==> src/rtl/execute_divider.sv <==
`default_nettype none
// ============================================================================
// Module      : execute_divider
// Description : Multi-cycle restoring radix-2 DIV/DIVU unit for the execute
//               stage. Produces {HI = remainder, LO = quotient} and requests
//               a pipeline stall while a division is in flight.
// Revision    : 1.0 - initial release
// ============================================================================
module execute_divider #(
    parameter int unsigned WIDTH = 32
) (
    input  logic               clk,
    input  logic               rst,
    input  logic               div_start,
    input  logic               div_signed,
    input  logic [WIDTH-1:0]   opdata1,
    input  logic [WIDTH-1:0]   opdata2,
    input  logic               annul,
    output logic [2*WIDTH-1:0] result,
    output logic               ready,
    output logic               stall_req
);

    localparam int unsigned     C_CNT_W = $clog2(WIDTH + 1);
    localparam logic [C_CNT_W-1:0] C_STEPS = C_CNT_W'(WIDTH);
    localparam logic [C_CNT_W-1:0] C_ONE   = C_CNT_W'(1);

    typedef enum logic [1:0] {
        S_FREE    = 2'd0,
        S_BY_ZERO = 2'd1,
        S_ON      = 2'd2,
        S_END     = 2'd3
    } state_t;

    state_t             r_state;
    state_t             w_next_state;

    logic               r_signed;
    logic               r_neg_a;
    logic               r_neg_b;
    logic [WIDTH-1:0]   r_dividend;   // dividend magnitude, quotient shifts in at LSB
    logic [WIDTH-1:0]   r_divisor;    // divisor magnitude
    logic [WIDTH-1:0]   r_rem;        // partial remainder
    logic [C_CNT_W-1:0] r_cnt;

    logic [WIDTH-1:0]   w_abs_a;
    logic [WIDTH-1:0]   w_abs_b;
    logic [WIDTH:0]     w_partial;
    logic [WIDTH:0]     w_diff;
    logic               w_ge;
    logic [WIDTH-1:0]   w_quot;
    logic [WIDTH-1:0]   w_rem;

    // Operand magnitudes, trial subtraction and final sign correction
    always_comb begin
        w_abs_a   = (div_signed && opdata1[WIDTH-1]) ? (~opdata1 + 1'b1) : opdata1;
        w_abs_b   = (div_signed && opdata2[WIDTH-1]) ? (~opdata2 + 1'b1) : opdata2;
        w_partial = {r_rem, r_dividend[WIDTH-1]};
        w_diff    = w_partial - {1'b0, r_divisor};
        // Partial remainder is below 2*divisor, so bit WIDTH of the
        // difference is set exactly when the subtraction went negative.
        w_ge      = ~w_diff[WIDTH];
        w_quot    = (r_signed && (r_neg_a ^ r_neg_b)) ? (~r_dividend + 1'b1) : r_dividend;
        w_rem     = (r_signed && r_neg_a) ? (~r_rem + 1'b1) : r_rem;
    end

    assign stall_req = div_start & ~ready;

    // State register
    always_ff @(posedge clk) begin
        if (rst) begin
            r_state <= S_FREE;
        end else begin
            r_state <= w_next_state;
        end
    end

    // Next-state logic; annul overrides every state
    always_comb begin
        w_next_state = r_state;
        if (annul) begin
            w_next_state = S_FREE;
        end else begin
            case (r_state)
                S_FREE: begin
                    if (div_start) begin
                        w_next_state = (opdata2 == '0) ? S_BY_ZERO : S_ON;
                    end
                end
                S_BY_ZERO: w_next_state = S_END;
                S_ON: begin
                    if (r_cnt == C_STEPS) begin
                        w_next_state = S_END;
                    end
                end
                S_END: begin
                    if (!div_start) begin
                        w_next_state = S_FREE;
                    end
                end
                default: w_next_state = S_FREE;
            endcase
        end
    end

    // Datapath: operand capture, one quotient bit per cycle, result load
    always_ff @(posedge clk) begin
        if (rst) begin
            result     <= '0;
            ready      <= 1'b0;
            r_signed   <= 1'b0;
            r_neg_a    <= 1'b0;
            r_neg_b    <= 1'b0;
            r_dividend <= '0;
            r_divisor  <= '0;
            r_rem      <= '0;
            r_cnt      <= '0;
        end else if (annul) begin
            result <= '0;
            ready  <= 1'b0;
        end else begin
            case (r_state)
                S_FREE: begin
                    ready  <= 1'b0;
                    result <= '0;
                    if (div_start) begin
                        r_signed   <= div_signed;
                        r_neg_a    <= div_signed & opdata1[WIDTH-1];
                        r_neg_b    <= div_signed & opdata2[WIDTH-1];
                        r_dividend <= w_abs_a;
                        r_divisor  <= w_abs_b;
                        r_rem      <= '0;
                        r_cnt      <= '0;
                    end
                end
                S_BY_ZERO: begin
                    result <= '0;
                end
                S_ON: begin
                    if (r_cnt != C_STEPS) begin
                        r_dividend <= {r_dividend[WIDTH-2:0], w_ge};
                        r_rem      <= w_ge ? w_diff[WIDTH-1:0] : w_partial[WIDTH-1:0];
                        r_cnt      <= r_cnt + C_ONE;
                    end else begin
                        result <= {w_rem, w_quot};
                        ready  <= 1'b1;
                    end
                end
                S_END: begin
                    if (div_start) begin
                        ready <= 1'b1;
                    end else begin
                        ready  <= 1'b0;
                        result <= '0;
                    end
                end
                default: begin
                    ready  <= 1'b0;
                    result <= '0;
                end
            endcase
        end
    end

endmodule
`default_nettype wire

==> config.mk <==
export PLATFORM = sky130hd
export DESIGN_NAME = execute_divider
export DESIGN_NICKNAME = d
export VERILOG_FILES = /design/src/rtl/execute_divider.sv
export SDC_FILE = /design/constraint.sdc
export NUM_CORES = 1
export LEC_CHECK = 0
export ABC_CLOCK_PERIOD_IN_PS = 3500
export BUFFER_PORTS_ARGS = -buffer_cell sky130_fd_sc_hd__buf_2
export CAP_MARGIN = 0
export CORE_ASPECT_RATIO = 1.4
export CORE_MARGIN = 10
export CORE_UTILIZATION = 45
export CTS_BUF_LIST = sky130_fd_sc_hd__clkbuf_16
export DETAILED_ROUTE_END_ITERATION = 10
export PLACE_DENSITY = 0.64
export SYNTH_ARGS = -nofsm -noshare
export SYNTH_HDL_FRONTEND = slang
export SYNTH_SLANG_ARGS = --single-unit
==> constraint.sdc <==
create_clock -name clk -period 3.5 [get_ports clk]
set_input_delay 1.05 -clock clk [delete_from_list [all_inputs] [get_ports clk]]
set_output_delay 1.05 -clock clk [all_outputs]
set_load 0.005 [all_outputs]
* Word level (Yosys, flattened, before mapping)
Index checks and enable logic that the tools add are counted.
** Word-level totals
- Register bits :: 172
- Input bits :: 69
- Output and inout port bits :: 66
- Word-level logic and storage cells :: 77
** Operators by class
- Add/sub/neg operators :: 6
- Eq/ne operators :: 10
- Muxes and demuxes :: 25
- Bitwise gates (word level) :: 11
- Reductions and logical operators :: 15
** Operator list (count)
- two-way mux 32 bit :: 9
- case mux 64 bit (3 select lines) :: 1
- adder 32 x 1 -> 32 bit, second input constant :: 4
- two-way mux 64 bit :: 2
- NOT 32 bit :: 4
- case mux 32 bit (2 select lines) :: 2
- subtractor 33 x 32 -> 33 bit :: 1
- logical NOT 32 bit :: 1
- two-way mux 6 bit :: 2
- case mux 6 bit (2 select lines) :: 1
- inequality test 2 bit, second input constant :: 5
- two-way mux 2 bit :: 4
- case mux 2 bit (4 select lines) :: 1
- adder 6 x 1 -> 6 bit, second input constant :: 1
- equality test 6 bit, second input constant :: 1
- inequality test 6 bit, second input constant :: 1
- AND reduction 3 bit :: 2
- equality test 2 bit, second input constant :: 2
- logical AND 1 bit :: 4
- AND reduction 2 bit :: 2
- AND reduction 4 bit :: 1
- OR reduction 2 bit :: 2
- AND 1 bit :: 3
- NOT 1 bit :: 3
- 7 further kinds :: 8

* Longest topological paths before layout
- Depth in word-level cells :: 5
- Depth in mapped cells :: 14
- Mapped depth without buffers :: 13

* Least setup slack after synthesis
OpenSTA, ideal clock, no wires.
- Path kind :: input to register
- Start :: in opdata2[11]
- End :: reg r_divisor[27]
- Library setup time :: 86 ps
- Data arrival time :: 3180 ps
- Data required time :: 3414 ps
- Setup slack :: 234 ps
- Stages on the path :: 8
- Path buffers :: 0
- Path through :: or3_1 > or4_1 > or4_1 > nor2_2 > nand2_1 > o31ai_1 > xor2_1 > a211oi_1
** On the way
- Cells in the longest elaborated chain, start to end :: 3
** Ends and longest elaborated chain
- start, declared :: line 17 : input logic [WIDTH-1:0] opdata2,
- NOT 32 bit :: line 57 : w_abs_b = (div_signed && opdata2[WIDTH-1]) ? (~opdata2 + 1'b1) : opdata2;
- adder 32 x 1 -> 32 bit :: line 57
- two-way mux 32 bit :: line 57
- end signal, assigned :: line 131 : r_divisor <= w_abs_b;
- end, declared :: line 42 : logic [WIDTH-1:0] r_divisor;
No other way between the ends.
A chain may end at the register's enable or synchronous reset.

* Final worst setup path
- Start :: reg r_dividend[31]
- End :: reg r_rem[1]
** On the way
- Cells in the longest elaborated chain, start to end :: 4
** Ends and longest elaborated chain
- start, declared :: line 41 : logic [WIDTH-1:0] r_dividend;
- start signal, assigned :: line 130 : r_dividend <= w_abs_a;
- start signal, assigned :: line 141 : r_dividend <= {r_dividend[WIDTH-2:0], w_ge};
- subtractor 33 x 32 -> 33 bit :: line 59 : w_diff = w_partial - {1'b0, r_divisor};
- two-way mux 32 bit :: line 142 : r_rem <= w_ge ? w_diff[WIDTH-1:0] : w_partial[WIDTH-1:0];
- two-way mux 32 bit :: line 140 : if (r_cnt != C_STEPS) begin
- case mux 32 bit (2 select lines) :: line 122 : case (r_state)
- end signal, assigned :: line 142
- end, declared :: line 43 : logic [WIDTH-1:0] r_rem;
No other way between the ends. The select of a mux whose other input is x is not followed.

==> impl_metrics.yaml <==
timing:
  fmax_ghz: 0.304
  layout_min_cycle_time_ns: 3.29
  rsz0062_at_grt: "false"
  final-setup-viol-count: 0
  max_slew_margin_pct: 46.4
  skew_ns: 0.0118
  tns_ns: 0
  period_share_pct: 93.9
  maxSlewViolCount: 0
  finalHoldViolations: 0
  worst_slew_pin_slew_ns: 0.803
worst_setup_path:
  worst-setup-path-type: "reg -> reg"
  path_delay_family: "compound AO/OA/AOI/OAI gates"
  worstPathCellList: "inv_1 -> ha_1 -> fa_1 -> nor2b_1 -> o31ai_1 -> a21oi_2 -> a31oi_1 -> o21ai_2 -> nand4_1 -> a41oi_2 -> xor2_4 -> buf_6 -> mux2_1 -> o21ai_1"
  reg2reg_depth: 14
  critical_path.endpoint: "r_rem[1]$_SDFFE_PP0P_"
  cp_slowest_cell: "fa_1"
  reg2reg_from: "r_dividend[31]$_SDFFE_PP0P_"
  cp.arrival_ns: 3.66
  regToRegEndpoint: "r_rem[1]$_SDFFE_PP0P_"
  startpoint: "r_dividend[31]$_SDFFE_PP0P_"
  end_kind: "flop"
  required_ns: 3.88
  crit_buf_inv: 2
  startpoint_type: "flop"
  cpPeakStageDelay_ns: 0.42
  regToRegSetupSlack_ns: 0.21
  cp_num_cells: 14
  critPathMaxFanout: 7
floorplanning:
  die_w_um: 150
  initial_core_util_pct: 45.6
  ioPinCount: 135
  fp-row-count: 66
  core_um2: 23300
  die_area_um2: 30300
  die_h_um: 202
yosys:
  ys_seq_area_share_pct: 32.4
  ys_async_sr_fraction_pct: 0
  ys_types: 68
  synth-simple-area-share_pct: 18.5
  synth_top_family_by_area: "compound AO/OA/AOI/OAI gates"
  synth_fp_nets: 1445
  synthCells: 1333
  synthAdderAreaFrac_pct: 5.13
  synth_seq_cells: 172
  syn_area_per_cell_um2: 7.97
  synthMuxAreaShare_pct: 3.04
  synth_xor_area_share_pct: 12.3
  synth_area_um2: 10600
  ys_warn_count: 0
  synthFlopType: "dfxtp_1"
  synth_compound_area_share_pct: 23.5
  synth_edf_count: 0
grt:
  grt_overflow: 0
  grt_pass1_wl_mm: 49.3
  gr-usage-all-layers_pct: 20.1
  grt_pass1_vias: 9767
  antenna_found_initial: 1
  grt_start_max_net_pins: 76
clock_tree:
  cts_tree: "yes"
  cts_hold_buf: 0
  cts_setup_buffers: 0
  h-tree-depth: 4
  root_buffer: "clkbuf_16"
  max-clock-path-buffers: 2
  cts_inserted_buffers: 17
  clock_latency_ns: 0.44
  clk_pin_slew_ns: 0.07
  cts.sinks: 172
detailed_routing:
  wl_mm: 30.6
  wl_per_cell_um: 17.3
  drcViolationCount: 0
  first_pass_iters: 5
  drtAntennaViolNets: 0
  vias: 9898
  vias_per_cell: 5.60
  drt_iter0_drc: 610
pwr:
  vdd_drop_max_mv: 0.359
  leakagePower_uw: 0.00491
  p_per_area_nw_per_um2: 408
run:
  cap_violations: 0
placed_design:
  place_inst: 1735
  gp_congestion: 0.923
  portBuffers: 134
  dp_hpwl_mm: 23.1
final_layout:
  final_cells: 1768
  final_common_cell: "dfxtp_1"
  finalNetCount: 1560
  layout_common_cells: "dfxtp_1 (172), nor2_1 (151), buf_2 (134)"
  area_growth_pct: 16.1
  drive_gt1_share_pct: 16.2
  postLayoutCoreUtil_pct: 53.0
min_path:
  hold_class: "reg -> reg"
outcome:
  outcome: "finished, final reports clean"
[per-stage QoR]
step,cell area (um^2),total power [uW],hold slack (ns),worst slack [ns]
final,12300,5040,0.447,0.215
after global routing,12300,5270,0.468,0.00420
after CTS,12300,5070,0.450,0.134
after detailed placement,11700,3010,0.439,0.00661
after global placement,11700,3000,0.434,0.0385
after floorplan,10600,2720,0.432,0.234
[worst min path at each step]
stage | start | to | slack (ns) | cells after the start
floorplan | r_divisor[15]$_SDFFE_PP0P_ | r_divisor[15]$_SDFFE_PP0P_ | 0.43 | 2
global placement | result[22]$_SDFFE_PP0P_ | result[22]$_SDFFE_PP0P_ | 0.43 | 2
detailed placement | result[54]$_SDFFE_PP0P_ | result[54]$_SDFFE_PP0P_ | 0.44 | 2
CTS | result[34]$_SDFFE_PP0P_ | result[34]$_SDFFE_PP0P_ | 0.45 | 2
global route | result[34]$_SDFFE_PP0P_ | result[34]$_SDFFE_PP0P_ | 0.47 | 2
finish | result[34]$_SDFFE_PP0P_ | result[34]$_SDFFE_PP0P_ | 0.45 | 2
[worst min-delay path, cell delays in order (launching register included)]
cell and delay, ns:
dfxtp_1 0.31, nand2_1 0.05, a21oi_1 0.05
[cells by family (layout without fill, tap and decap cells)]
group	Yosys count	after routing
buffers and inverters	134	262
DFF	172	172
other	0	1
AOI/OAI and AO/OA	381	381
adders and majority gates	43	43
and+or+nand+nor	422	422
muxes	32	32
xor gates and xnor gates	149	149
[power by group]
part	internal, uW	switching [uW]	leakage, uW
sequential	2010	58.5	0.00139
clock	1210	857	0.000309
combinational	360	538	0.00321
[metal layers]
layer  vias up  share of wire [%]  track usage, %
met5         -                  0               0
met4         0                4.0            9.39
met3        55                4.5            3.64
met2       251                 53            36.9
met1      4617                 39            21.4
li1       4975                  -               -
[flip-flops by register name (all words and copies together), names as in the netlist]
name and count:
r_signed 1, r_neg_a 1, r_neg_b 1, ready 1
r_dividend 32, r_state 2, result 64, r_rem 32
r_cnt 6, r_divisor 32
[synthesized netlist by cell type (all sizes together), types with 2 or more instances]
cell type,count,area share (%)
o21a,7,0.49
o21bai,2,0.14
nand2b,7,0.48
mux2i,30,2.8
o31ai,21,1.5
nor2b,10,0.59
or2,3,0.18
and4,2,0.16
a222oi,24,2.3
mux2,2,0.21
a41oi,2,0.24
a2111oi,3,0.25
a311oi,6,0.49
buf,8,0.60
nand4,3,0.18
nand3,21,0.99
or3,13,0.86
nor3,24,1.2
o21ai,110,5.2
dfxtp,172,32
nand2,134,4.8
and3,7,0.41
a221oi,2,0.16
a21o,20,1.4
xnor2,82,6.8
a22oi,40,2.8
xor2,67,5.6
a21oi,84,4.0
or4,9,0.71
a211oi,29,2.0
clkbuf,69,2.4
ha,42,4.9
a31oi,11,0.65
o41ai,14,1.3
and2,9,0.55
nor3b,6,0.52
inv,57,2.0
o31a,2,0.16
nor2,157,5.6
nor4,12,0.85
[cell type report]
cell class	instances	area [um^2]
Fill cell	2343	10900
Clock inverter	15	209
Antenna cell	1	2.50
Multi-Input combinational cell	1027	6680
Inverter	57	214
Timing Repair Buffer	173	987
Tap cell	306	383
Clock buffer	17	425
Sequential cell	172	3440
[what timing repair did]
item	4_1_cts	5_1_grt
gates resized for setup	0	3
endpoints found under the hold margin	0	0
endpoints found under the setup margin	0	28
(Power assumes the default switching activity.)
